<file path="src/rtl/robo_nav_if.sv">
// Sensor/command bundle between the wall-following robot core and its map environment.
// master = environment (drives sensors), slave = robot core.
interface robo_nav_if #(
    parameter int W  = 5,
    parameter int CW = 8
);
    logic          habilita;
    logic          mao;
    logic          head;
    logic          lado;
    logic          avancar;
    logic          girar;
    logic          sentido;
    logic [W-1:0]  linha;
    logic [W-1:0]  coluna;
    logic [1:0]    orientacao;
    logic [CW-1:0] qtd_movimentos;
    logic          fim;
    logic          preso;

    modport master (
        output habilita, mao, head, lado,
        input  avancar, girar, sentido, linha, coluna, orientacao,
               qtd_movimentos, fim, preso
    );

    modport slave (
        input  habilita, mao, head, lado,
        output avancar, girar, sentido, linha, coluna, orientacao,
               qtd_movimentos, fim, preso
    );
endinterface

</file>
<file path="src/rtl/robo_nav.sv">
// Wall-following robot core: one advance or 90-degree rotation per enabled clock,
// tracking its own grid position/heading, halting on move budget or when boxed in.
module robo_nav #(
    parameter int         W       = 5,
    parameter int         ROWS    = 20,
    parameter int         COLS    = 20,
    parameter int         LIN0    = 1,
    parameter int         COL0    = 1,
    parameter logic [1:0] ORI0    = 2'b00,
    parameter int         CW      = 8,
    parameter int         MAX_MOV = 255
) (
    input  logic       clock,
    input  logic       reset,
    robo_nav_if.slave  bus
);
    localparam logic [1:0] HN = 2'b00;
    localparam logic [1:0] HS = 2'b01;
    localparam logic [1:0] HL = 2'b10;
    localparam logic [1:0] HO = 2'b11;

    typedef enum logic [1:0] {PROCURA, SEGUE, CURVA} state_t;

    state_t        state_p1;
    logic          mao_p1;
    logic          adv_p1;
    logic          gir_p1;
    logic          sen_p1;
    logic [W-1:0]  lin_p1;
    logic [W-1:0]  col_p1;
    logic [1:0]    ori_p1;
    logic [CW-1:0] cnt_p1;
    logic [2:0]    turns_p1;
    logic          fim_p1;
    logic          preso_p1;

    logic          head_eff_p0;
    logic          lado_eff_p0;
    logic          do_adv_p0;
    logic          do_rot_p0;
    logic          rot_cw_p0;
    state_t        state_n_p0;
    logic [1:0]    side_h_p0;

    // cw=1 rotates clockwise (N->L->S->O), cw=0 counter-clockwise (N->O->S->L)
    function automatic logic [1:0] turn(input logic [1:0] h, input logic cw);
        logic [1:0] r;
        case (h)
            HN:      r = cw ? HL : HO;
            HS:      r = cw ? HO : HL;
            HL:      r = cw ? HS : HN;
            default: r = cw ? HN : HS;
        endcase
        return r;
    endfunction

    function automatic logic off_grid(input logic [1:0] h, input logic [W-1:0] r,
                                      input logic [W-1:0] c);
        logic e;
        case (h)
            HN:      e = (r == W'(1));
            HS:      e = (r == W'(ROWS));
            HL:      e = (c == W'(COLS));
            default: e = (c == W'(1));
        endcase
        return e;
    endfunction

    // ---- stage p0: effective sensors and action decision ----
    always_comb begin
        side_h_p0   = turn(ori_p1, mao_p1);
        head_eff_p0 = bus.head | off_grid(ori_p1, lin_p1, col_p1);
        lado_eff_p0 = bus.lado | off_grid(side_h_p0, lin_p1, col_p1);
    end

    always_comb begin
        do_adv_p0  = 1'b0;
        do_rot_p0  = 1'b0;
        rot_cw_p0  = ~mao_p1;
        state_n_p0 = state_p1;
        case (state_p1)
            PROCURA: begin
                if (lado_eff_p0 || head_eff_p0) state_n_p0 = SEGUE;
                if (!head_eff_p0) do_adv_p0 = 1'b1;
                else              do_rot_p0 = 1'b1;
            end
            SEGUE: begin
                if (!lado_eff_p0) begin
                    do_rot_p0  = 1'b1;
                    rot_cw_p0  = mao_p1;
                    state_n_p0 = CURVA;
                end else if (!head_eff_p0) begin
                    do_adv_p0 = 1'b1;
                end else begin
                    do_rot_p0 = 1'b1;
                end
            end
            CURVA: begin
                state_n_p0 = SEGUE;
                if (!head_eff_p0) do_adv_p0 = 1'b1;
                else              do_rot_p0 = 1'b1;
            end
            default: state_n_p0 = PROCURA;
        endcase
    end

    // ---- stage p1: registered action pulse and robot state ----
    always_ff @(posedge clock) begin
        if (reset) begin
            state_p1 <= PROCURA;
            mao_p1   <= bus.mao;
            adv_p1   <= 1'b0;
            gir_p1   <= 1'b0;
            sen_p1   <= 1'b0;
            lin_p1   <= W'(LIN0);
            col_p1   <= W'(COL0);
            ori_p1   <= ORI0;
            cnt_p1   <= '0;
            turns_p1 <= '0;
            fim_p1   <= 1'b0;
            preso_p1 <= 1'b0;
        end else begin
            adv_p1 <= 1'b0;
            gir_p1 <= 1'b0;
            sen_p1 <= 1'b0;
            if (bus.habilita && !fim_p1 && !preso_p1) begin
                state_p1 <= state_n_p0;
                cnt_p1   <= cnt_p1 + CW'(1);
                if (cnt_p1 == CW'(MAX_MOV - 1)) fim_p1 <= 1'b1;
                if (do_adv_p0) begin
                    adv_p1   <= 1'b1;
                    turns_p1 <= '0;
                    case (ori_p1)
                        HN:      lin_p1 <= lin_p1 - W'(1);
                        HS:      lin_p1 <= lin_p1 + W'(1);
                        HL:      col_p1 <= col_p1 + W'(1);
                        default: col_p1 <= col_p1 - W'(1);
                    endcase
                end
                if (do_rot_p0) begin
                    gir_p1   <= 1'b1;
                    sen_p1   <= rot_cw_p0;
                    ori_p1   <= turn(ori_p1, rot_cw_p0);
                    turns_p1 <= turns_p1 + 3'd1;
                    // fourth consecutive rotation without advancing: no exit
                    if (turns_p1 == 3'd3) preso_p1 <= 1'b1;
                end
            end
        end
    end

    assign bus.avancar        = adv_p1;
    assign bus.girar          = gir_p1;
    assign bus.sentido        = sen_p1;
    assign bus.linha          = lin_p1;
    assign bus.coluna         = col_p1;
    assign bus.orientacao     = ori_p1;
    assign bus.qtd_movimentos = cnt_p1;
    assign bus.fim            = fim_p1;
    assign bus.preso          = preso_p1;
endmodule
</file>
<file path="src/flat_wrapper.sv">
// flat-port wrapper written by rule: the top's interface ports become plain ports
module robo_nav_flat 
#(
    parameter int         W       = 5,
    parameter int         ROWS    = 20,
    parameter int         COLS    = 20,
    parameter int         LIN0    = 1,
    parameter int         COL0    = 1,
    parameter logic [1:0] ORI0    = 2'b00,
    parameter int         CW      = 8,
    parameter int         MAX_MOV = 255
)
  (clock, reset, bus_habilita, bus_mao, bus_head, bus_lado, bus_avancar, bus_girar, bus_sentido, bus_linha, bus_coluna, bus_orientacao, bus_qtd_movimentos, bus_fim, bus_preso);
  robo_nav_if #(.W(W), .CW(CW)) bus_i ();
  input  logic clock;
  input  logic reset;
  input wire logic [$bits(bus_i.habilita)-1:0] bus_habilita;
  input wire logic [$bits(bus_i.mao)-1:0] bus_mao;
  input wire logic [$bits(bus_i.head)-1:0] bus_head;
  input wire logic [$bits(bus_i.lado)-1:0] bus_lado;
  output wire logic [$bits(bus_i.avancar)-1:0] bus_avancar;
  output wire logic [$bits(bus_i.girar)-1:0] bus_girar;
  output wire logic [$bits(bus_i.sentido)-1:0] bus_sentido;
  output wire logic [$bits(bus_i.linha)-1:0] bus_linha;
  output wire logic [$bits(bus_i.coluna)-1:0] bus_coluna;
  output wire logic [$bits(bus_i.orientacao)-1:0] bus_orientacao;
  output wire logic [$bits(bus_i.qtd_movimentos)-1:0] bus_qtd_movimentos;
  output wire logic [$bits(bus_i.fim)-1:0] bus_fim;
  output wire logic [$bits(bus_i.preso)-1:0] bus_preso;
  assign bus_i.habilita = bus_habilita;
  assign bus_i.mao = bus_mao;
  assign bus_i.head = bus_head;
  assign bus_i.lado = bus_lado;
  assign bus_avancar = bus_i.avancar;
  assign bus_girar = bus_i.girar;
  assign bus_sentido = bus_i.sentido;
  assign bus_linha = bus_i.linha;
  assign bus_coluna = bus_i.coluna;
  assign bus_orientacao = bus_i.orientacao;
  assign bus_qtd_movimentos = bus_i.qtd_movimentos;
  assign bus_fim = bus_i.fim;
  assign bus_preso = bus_i.preso;
  robo_nav #(.W(W), .ROWS(ROWS), .COLS(COLS), .LIN0(LIN0), .COL0(COL0), .ORI0(ORI0), .CW(CW), .MAX_MOV(MAX_MOV)) u_core (.clock(clock), .reset(reset), .bus(bus_i));
endmodule
</file>
<file path="config.mk">
export PLATFORM = sky130hd
export DESIGN_NAME = robo_nav_flat
export DESIGN_NICKNAME = d
export VERILOG_FILES = /design/src/rtl/robo_nav_if.sv /design/src/rtl/robo_nav.sv /design/src/flat_wrapper.sv
export SDC_FILE = /design/constraint.sdc
export NUM_CORES = 1
export LEC_CHECK = 0
export ABC_AREA = 1
export CORE_UTILIZATION = 50
export DETAILED_ROUTE_END_ITERATION = 6
export PLACE_DENSITY_LB_ADDON = 0.2
export SYNTH_ARGS = -nofsm -noshare
export SYNTH_HDL_FRONTEND = slang
export SYNTH_SLANG_ARGS = --single-unit
</file>
<file path="constraint.sdc">
create_clock -name clock -period 4 [get_ports clock]
set_input_delay 0.4 -clock clock [delete_from_list [all_inputs] [get_ports clock]]
set_output_delay 0.4 -clock clock [all_outputs]
set_load 0.01 [all_outputs]
</file>
Word level (Yosys, flattened, before mapping)
Index checks and enable logic that the tools add are counted.
{"block": "op_classes", "bitwise_logic": 6, "reduce_logical": 21, "addsub": 6, "n_mux": 29, "n_eq_ne": 14}
{"operator": "one-hot mux 5 bit (2 select lines)", "n": 2}
{"operator": "one-hot mux 2 bit (3 select lines)", "n": 3}
{"operator": "2-to-1 mux 1 bit", "n": 16}
{"operator": "AND reduction 3 bit", "n": 4}
{"operator": "adder 5 x 1 -> 5 bit, second input constant", "n": 2}
{"operator": "equality test 5 x 1 -> 1 bit, second input constant", "n": 2}
{"operator": "equality test 5 bit, second input constant", "n": 2}
{"operator": "subtractor 5 x 1 -> 5 bit, second input constant", "n": 2}
{"operator": "adder 8 x 1 -> 8 bit, second input constant", "n": 1}
{"operator": "equality test 8 bit, second input constant", "n": 1}
{"operator": "equality test 2 x 1 -> 1 bit, second input constant", "n": 3}
{"operator": "equality test 2 bit, second input constant", "n": 3}
{"operator": "logical NOT 2 bit", "n": 3}
{"operator": "2-to-1 mux 3 bit", "n": 2}
{"operator": "one-hot mux 1 bit (3 select lines)", "n": 2}
{"operator": "AND reduction 2 bit", "n": 3}
{"operator": "OR reduction 2 bit", "n": 3}
{"operator": "2-to-1 mux 2 bit", "n": 2}
{"operator": "NOT 1 bit", "n": 4}
{"operator": "one-hot mux 1 bit (2 select lines)", "n": 2}
{"operator": "nonzero test 2 bit", "n": 2}
{"operator": "adder 3 x 1 -> 3 bit, second input constant", "n": 1}
{"operator": "equality test 3 x 2 -> 1 bit, second input constant", "n": 1}
{"operator": "OR reduction 3 bit", "n": 1}
{"operator": "6 further kinds", "n": 9}
{"block": "totals", "elab_cells": 88, "reg_bits": 31, "input_bits": 6, "out_inout_bits": 25}

Logic depth before layout (Yosys ltp)
Gate-level depths: netlist (run 1).
{"block": "depth", "ltp_word": 9, "ltp_mapped": 15, "mapped_depth_nobuf": 15}

Worst setup path after synthesis (run 1)
No wires, ideal clock.
{"block": "synth_timing", "path_kind": "register -> register", "start": "register u_core.lin_p1[1] (netlist: u_core.bus.linha[1])", "end": "register u_core.col_p1[2] (netlist: u_core.bus.coluna[2])", "path_stages_with_launch": 13, "t_arrival_ns": 1.655, "required_time_ns": 3.929, "period_less_slack_ns": 1.726, "n_path_buf": 1, "setup_ns": 0.071, "setup_slack_ns": 2.274, "path_cell_list": "dfxtp_1 inv_1 ha_1 nand2_1 nor2_1 nand2_1 nor2_1 nor3_2 nand3_2 nand2_4 buf_6 nand3_1 a21oi_1"}
{"block": "synth_between", "elab_chain_len": 7, "word_cells_on_any_way": 10, "cone_classes": "eq/ne: 2; mux: 5; bitwise: 2; reduce/logical: 1"}
{"element": "from (decl)", "line_no": "robo_nav.sv:29", "text": "logic [W-1:0] lin_p1;"}
{"element": "from (signal assigned)", "line_no": "robo_nav.sv:115", "text": "lin_p1 <= W'(LIN0);"}
{"element": "from (signal assigned)", "line_no": "robo_nav.sv:134", "text": "HN: lin_p1 <= lin_p1 - W'(1);"}
{"element": "from (signal assigned)", "line_no": "robo_nav.sv:135", "text": "HS: lin_p1 <= lin_p1 + W'(1);"}
{"element": "equality test 5 bit or equality test 5 x 1 -> 1 bit (tied branches)", "line_no": "robo_nav.sv:62, robo_nav.sv:61"}
{"element": "one-hot mux 1 bit (3 select lines)", "line_no": "robo_nav.sv:60", "text": "case (h)"}
{"element": "bitwise OR 1 bit", "line_no": "robo_nav.sv:72", "text": "head_eff_p0 = bus.head | off_grid(ori_p1, lin_p1, col_p1);"}
{"element": "2-to-1 mux 1 bit", "line_no": "robo_nav.sv:84, robo_nav.sv:92, robo_nav.sv:100"}
{"element": "2-to-1 mux 1 bit", "line_no": "robo_nav.sv:88", "text": "if (!lado_eff_p0) begin"}
{"element": "one-hot mux 1 bit (2 select lines) *", "line_no": "robo_nav.sv:81", "text": "case (state_p1)"}
{"element": "AND reduction 3 bit (no source line) *"}
{"element": "to (signal assigned)", "line_no": "robo_nav.sv:116", "text": "col_p1 <= W'(COL0);"}
{"element": "to (signal assigned)", "line_no": "robo_nav.sv:136", "text": "HL: col_p1 <= col_p1 + W'(1);"}
{"element": "to (signal assigned)", "line_no": "robo_nav.sv:137", "text": "default: col_p1 <= col_p1 - W'(1);"}
{"element": "to (decl)", "line_no": "robo_nav.sv:30", "text": "logic [W-1:0] col_p1;"}
Mark *: on every way between the ends. The rest lies on a longest branch, timed or not.
A chain may end at the register's enable or synchronous reset.

Worst setup path after layout (run 1)
{"block": "layout_timing", "start": "input bus_habilita", "end": "register u_core.ori_p1[0] (netlist: u_core.bus.orientacao[0])"}
{"block": "layout_between", "elab_chain_len": 3}
{"element": "from (decl)", "line_no": "flat_wrapper.sv:17", "text": "input wire logic [$bits(bus_i.habilita)-1:0] bus_habilita;"}
{"element": "logical AND 1 bit (2 in series)", "line_no": "robo_nav.sv:126", "text": "if (bus.habilita && !fim_p1 && !preso_p1) begin"}
{"element": "AND reduction 2 bit (no source line)"}
{"element": "to (signal assigned)", "line_no": "robo_nav.sv:143", "text": "ori_p1 <= turn(ori_p1, rot_cw_p0);"}
{"element": "to (decl)", "line_no": "robo_nav.sv:31", "text": "logic [1:0] ori_p1;"}
No other way between the ends.

==> flow_summary.ini, run 1 <==
[outcome]
status = finished clean

[global_route]
antenna_found_initial = 0
gr-usage-met1_pct = 28.2
grt_first_pass_wirelength_um = 6590
grt_max_degree = 18
grt_overflow = 0
grt_pass1_vias = 1558
busiest_layer = met2
grt_use_met3_pct = 4.93
track_usage_pct = 20.8
grt.met2_usage_pct = 32.5

[worst_setup_path]
cp-end-kind = flop
worstPathMaxFanout = 10
arrival_ns = 2.27
cp-start-kind = input pin
critPathKind = in -> reg
critPathRequiredTime_ns = 4.17
reg2reg_slack_ns = 2.03

[power_and_ir_drop]
leakage_nw = 0.953
vdd_drop_max_mv = 0.372
power_density_nw_per_um2 = 429

[sta]
worst_slack_ns = 1.91
slew_viol_final = 0
relSlewSlack_pct = 63.9
fmax_ghz = 0.478
post-route-min-period_ns = 2.09
finalSetupViolations = 0
tightest_slew_ns = 0.540
fin_tns_setup_ns = 0
hold_violations = 0
grt_setup_unrepaired = false
fin_crit_sh_pct = 52.3
fin_skew_ns = 0.00522

[placement]
placedCellCount = 335
place_congestion = 0.812
place_area_um2 = 2170
hpwl_um = 2800
portBuffers = 30
dp_slack_ns = 1.66

[logic_synthesis]
yosysTopAreaCellShare_pct = 32.6
yosysMostFrequentCell = nand2_1
yosys_register_bits = 31
synth_cells = 264
synth.cell_area_um2 = 1840
synth_top_area_cell = dfxtp_1
synth_ff_type = dfxtp_1
ys_async_sr_fraction_pct = 0
netlist_top_cells_count = nand2_1 (64), nand3_1 (31), dfxtp_1 (30)
yosysUniqueCellTypes = 24
seq_area_frac_synth_pct = 34.2
synth_area_leaders = dfxtp_1 (33%), nand2_1 (13%), nand3_1 (8.4%)
synth_area_per_cell_um2 = 6.98
yosys_warnings = 0
syn-num-nets = 282
synth_edf_count = 1

[clock_tree]
htreeDepth = 2
cts_sinks = 31
clk_pin_slew_worst_paths_ns = 0.06
cts_hold_buffers = 0
cts_tree = done
cts_resized = 0
cts_root_buffer = clkbuf_8
clk_path_buf_depth = 2
clk_latency_ns = 0.28
cts-buffers-inserted = 5
post_cts_buffers = 0

[drt]
avgRoutedWirePerCell_um = 11.0
drc = 0
ant_nets = 0
wirelength_um = 3770
vias = 1704
drt-pass1-iter-count = 6
via_per_inst = 4.98
drt-initial-drc-count = 107

[floorplanning]
design.die.area_um2 = 3930
start_util_pct = 53.5
dieHeight_um = 62.7
ios = 31
fp-row-count = 21
coreArea_um2 = 3440
die_w_um = 62.7

[cells_and_area]
post-route-util_pct = 65.6
layout-drive-gt1-share_pct = 7.09
stdcell_count = 342
area_growth_pct = 22.6
final_cell_area_um2 = 2260
antenna_cells = 0
nNetsFinal = 314

[job]
maxCapViolCount = 0

[worst_hold_path]
hold_path.class = reg -> reg
-- kinds of logic after synthesis --
group,share of synthesized area [%]
AND/OR/NAND/NOR,32.5
buffers and inverters,8.28
AO/OA/AOI/OAI,9.23
flip-flops,34.2
XOR/XNOR,7.60
adder cells (fa/ha/maj),8.15
-- final timing paths --
| kind | startpoint | endpoint | cells after the start |
|---|---|---|---|
| worst min-delay path | u_core.bus.fim | u_core.bus.fim | 2 |
| worst max-delay path | bus_habilita | u_core.bus.orientacao[0] | 8 |
| worst max register to register | u_core.bus.orientacao[1] | u_core.bus.coluna[2] | 13 |
| worst min register to register | u_core.bus.fim | u_core.bus.fim | 2 |
-- through the flow --
| step | hold slack [ns] | power (W) |
|---|---|---|
| floorplan | 0.447 | 0.000635 |
| global placement | 0.462 | 0.000726 |
| detailed placement | 0.464 | 0.000726 |
| CTS | 0.474 | 0.000975 |
| global route | 0.506 | 0.00104 |
| finish | 0.472 | 0.000970 |
-- cells in the final DEF, fill, tap and decap left out, types with 2 or more instances in the layout --
master and count:
clkdlybuf4s50_1 30, nor2_1 20, nand3_2 2, inv_2 6, nor3_1 6, nand2_2 3
clkbuf_8 6, o21ai_0 10, nand2_1 64, nand2_4 2, xor2_1 12, ha_1 12
dfxtp_1 30, nand3_1 31, nand4_1 2, xnor2_1 4, a21oi_1 21, o21ai_1 3
inv_1 27
-- layout make-up --
cell class                 instances  area, um^2
clock buffer                       6        82.6
clock inverter                     1        5.00
fill                             301        1180
inverter                          33         124
multi-input combinational        195        1060
sequential                        31         631
tap                               46        57.6
timing repair buffer              30         300
-- flip-flops by register name (all words and copies together), names as in the netlist --
signal / cells
u_core.turns_p1: 3
u_core.bus.coluna: 5
u_core.bus.fim: 1
u_core.bus.avancar: 1
u_core.bus.qtd_movimentos: 8
u_core.bus.linha: 5
u_core.state_p1: 2
u_core.bus.sentido: 1
u_core.bus.preso: 1
u_core.bus.girar: 1
u_core.bus.orientacao: 2
u_core.mao_p1: 1
-- power by group --
part	switching [W]	internal, W	leakage, nW	total [W]
clock	0.000114	0.000135	0.0470	0.000249
combinational	0.000211	0.000136	0.652	0.000348
sequential	0.0000334	0.000339	0.254	0.000373
total	0.000359	0.000611	0.953	0.000970
-- worst max-delay path, cell delays in order --
cell and delay, ns:
clkdlybuf4s50_1 0.46, nand3_1 0.28, inv_1 0.27, o21ai_0 0.22, a21oi_1 0.25, nand2_1 0.17
a21oi_1 0.17, nor2_1 0.05
-- metal layers --
| metal | routed length, um | vias to the layer above | part of all wire, % |
|---|---|---|---|
| li1 | - | 909 | - |
| met1 | 1880 | 755 | 50 |
| met2 | 1650 | 36 | 44 |
| met3 | 211 | 4 | 5.6 |
| met4 | 27 | 0 | 0.72 |
| met5 | 0 | - | 0 |
No activity file was read; power rests on OpenSTA's default activity.
==> run 2: changes to the inputs <==
- CORE_UTILIZATION: 50 -> 48
- clock period: 4 -> 1.8 ns (I/O delays scaled with it)
==> run 2 against run 1 <==
  * The flow now finishes with violations (negative setup slack)
  * Cell area is 21% higher
  * Wire length is 34% higher
  * Via count is 13% higher
  * Core utilization is 9.0 points higher
  * Die area is 4.0% higher
  * Clock skew is 0.0025 ns higher
  * Sequential power is 120% higher
  * Critical path type is now reg -> reg
==> flow_summary.ini, run 2 (synthesis gave the netlist of run 1 again) <==
[worst_setup_path]
critPathKind = reg -> reg
worstPathMaxFanout = 8
cp-end-kind = flop
worstPathCellList = inv_2 > ha_4 > nand3_2 > nor2_2 > nand2_1 > nand2_2 > nor3_4 > nand3_4 > nand2_8 > nand2_2 > nand2_1 > nand3_1
arrival_ns = 2.01
slowest_stage = dfxtp_2
cp-start-kind = flop
critPathRequiredTime_ns = 1.97
critical-path-max-stage-delay_ns = 0.35

[clock_tree]
cts_hold_buffers = 0
cts_sinks = 31
clk_path_buf_depth = 2
cts-buffers-inserted = 5
clk_latency_ns = 0.28
htreeDepth = 2
cts_tree = done
clk_pin_slew_worst_paths_ns = 0.06
cts_root_buffer = clkbuf_8

[floorplanning]
coreArea_um2 = 3660
ios = 31
fp-row-count = 22
design.die.area_um2 = 4090
start_util_pct = 50.3
die_w_um = 64.0
dieHeight_um = 64.0

[cells_and_area]
stdcell_count = 380
largest_reg_flops = 8
area_growth_pct = 48.3
final_common_cell = nand2_1
multiInputGateArea_um2 = 1220
antenna_cells = 0
nNetsFinal = 349
seqCellArea_um2 = 647
fill_cells = 288
mostFrequentLayoutCells = nand2_1 (53), buf_4 (32), clkdlybuf4s50_1 (30)
layout-drive-gt1-share_pct = 29.2

[sta]
fmax_ghz = 0.542
relSlewSlack_pct = 70.3
fin_tns_setup_ns = -0.138
post-route-min-period_ns = 1.85
slew_viol_final = 0
grt_setup_unrepaired = true
finalSetupViolations = 7
hold_violations = 0
worst_slack_ns = -0.0458
fin_crit_sh_pct = 103
tightest_slew_ns = 0.440
fin_skew_ns = 0.00770

[global_route]
grt_pass1_vias = 1667
grt_max_degree = 16
track_usage_pct = 22.4
grt_first_pass_wirelength_um = 7050
antenna_found_initial = 0
grt_overflow = 0

[power_and_ir_drop]
leakage_nw = 1.16
p_total_w = 0.00282
power_density_nw_per_um2 = 1030
vdd_drop_max_mv = 0.768

[placement]
place_congestion = 0.901
hpwl_um = 3180
placedCellCount = 365
dp_slack_ns = 0.0112
portBuffers = 30

[drt]
wirelength_um = 5060
ant_nets = 0
avgRoutedWirePerCell_um = 13.3
drc = 0
vias = 1929
via_per_inst = 5.08
drt-pass1-iter-count = 4
drt-initial-drc-count = 199

[outcome]
status = finished, violations left
violations = negative setup slack

[worst_hold_path]
hold_path.class = in -> reg

[job]
maxCapViolCount = 0
-- run 2: per-stage QoR --
step,hold slack (ns),area [um^2],utilization (%)
3_3_place_gp,0.462,2380,65.1
5_1_grt,0.445,2730,74.6
4_1_cts,0.449,2510,68.7
2_1_floorplan,0.249,1840,-
6_report,0.454,2730,74.6
3_5_place_dp,0.467,2380,65.1
-- run 2: final cells by class --
cell class / count / area share, %
multi-input cells: 196 / 44.5
flip-flops and latches: 31 / 23.7
repair buffers: 64 / 20.6
inverters: 33 / 4.72
clock buffers: 6 / 3.02
well taps: 48 / 2.20
clock inverters: 2 / 1.28
-- run 2: final timing paths --
| path | startpoint | end | slack [ns] | depth (start not counted) |
|---|---|---|---|---|
| worst min register to register | u_core.bus.fim | u_core.bus.fim | 0.47 | 2 |
| worst min-delay path | bus_mao | u_core.mao_p1 | 0.45 | 1 |
| worst max-delay path | u_core.bus.linha[0] | u_core.bus.coluna[0] | -0.05 | 12 |
| worst max register to register | u_core.bus.linha[0] | u_core.bus.coluna[0] | -0.05 | 12 |
-- run 2: routing by layer --
layer  part of all wire (%)  track usage (%)  up-vias
met2                     48             35.9       64
li1                       -                -      985
met1                     44             27.8      865
met3                    5.2             6.07       15
met4                    3.1             9.94        0
met5                      0                0        -
-- run 2: worst max-delay path: cells and delay by family, from the launching register on --
family	cells	cell delay, ns
adders and majority gates	1	0.16
buffers and inverters	1	0.06
DFF	1	0.35
and+or+nand+nor	10	1.15
-- run 2: where the power goes --
group	switching (W)	internal (W)	leakage [nW]
clock	0.000265	0.000448	0.0612
combinational	0.000719	0.000569	0.844
sequential	0.0000596	0.000763	0.256
total	0.00104	0.00178	1.16
-- run 2: repair_timing --
item	4_1_cts	5_1_grt
pin swaps	0	18
resized for setup	3	55
endpoints found under the hold margin	0	0
endpoints found under the setup margin	3	19
cloned	0	1
buffers inserted	0	6
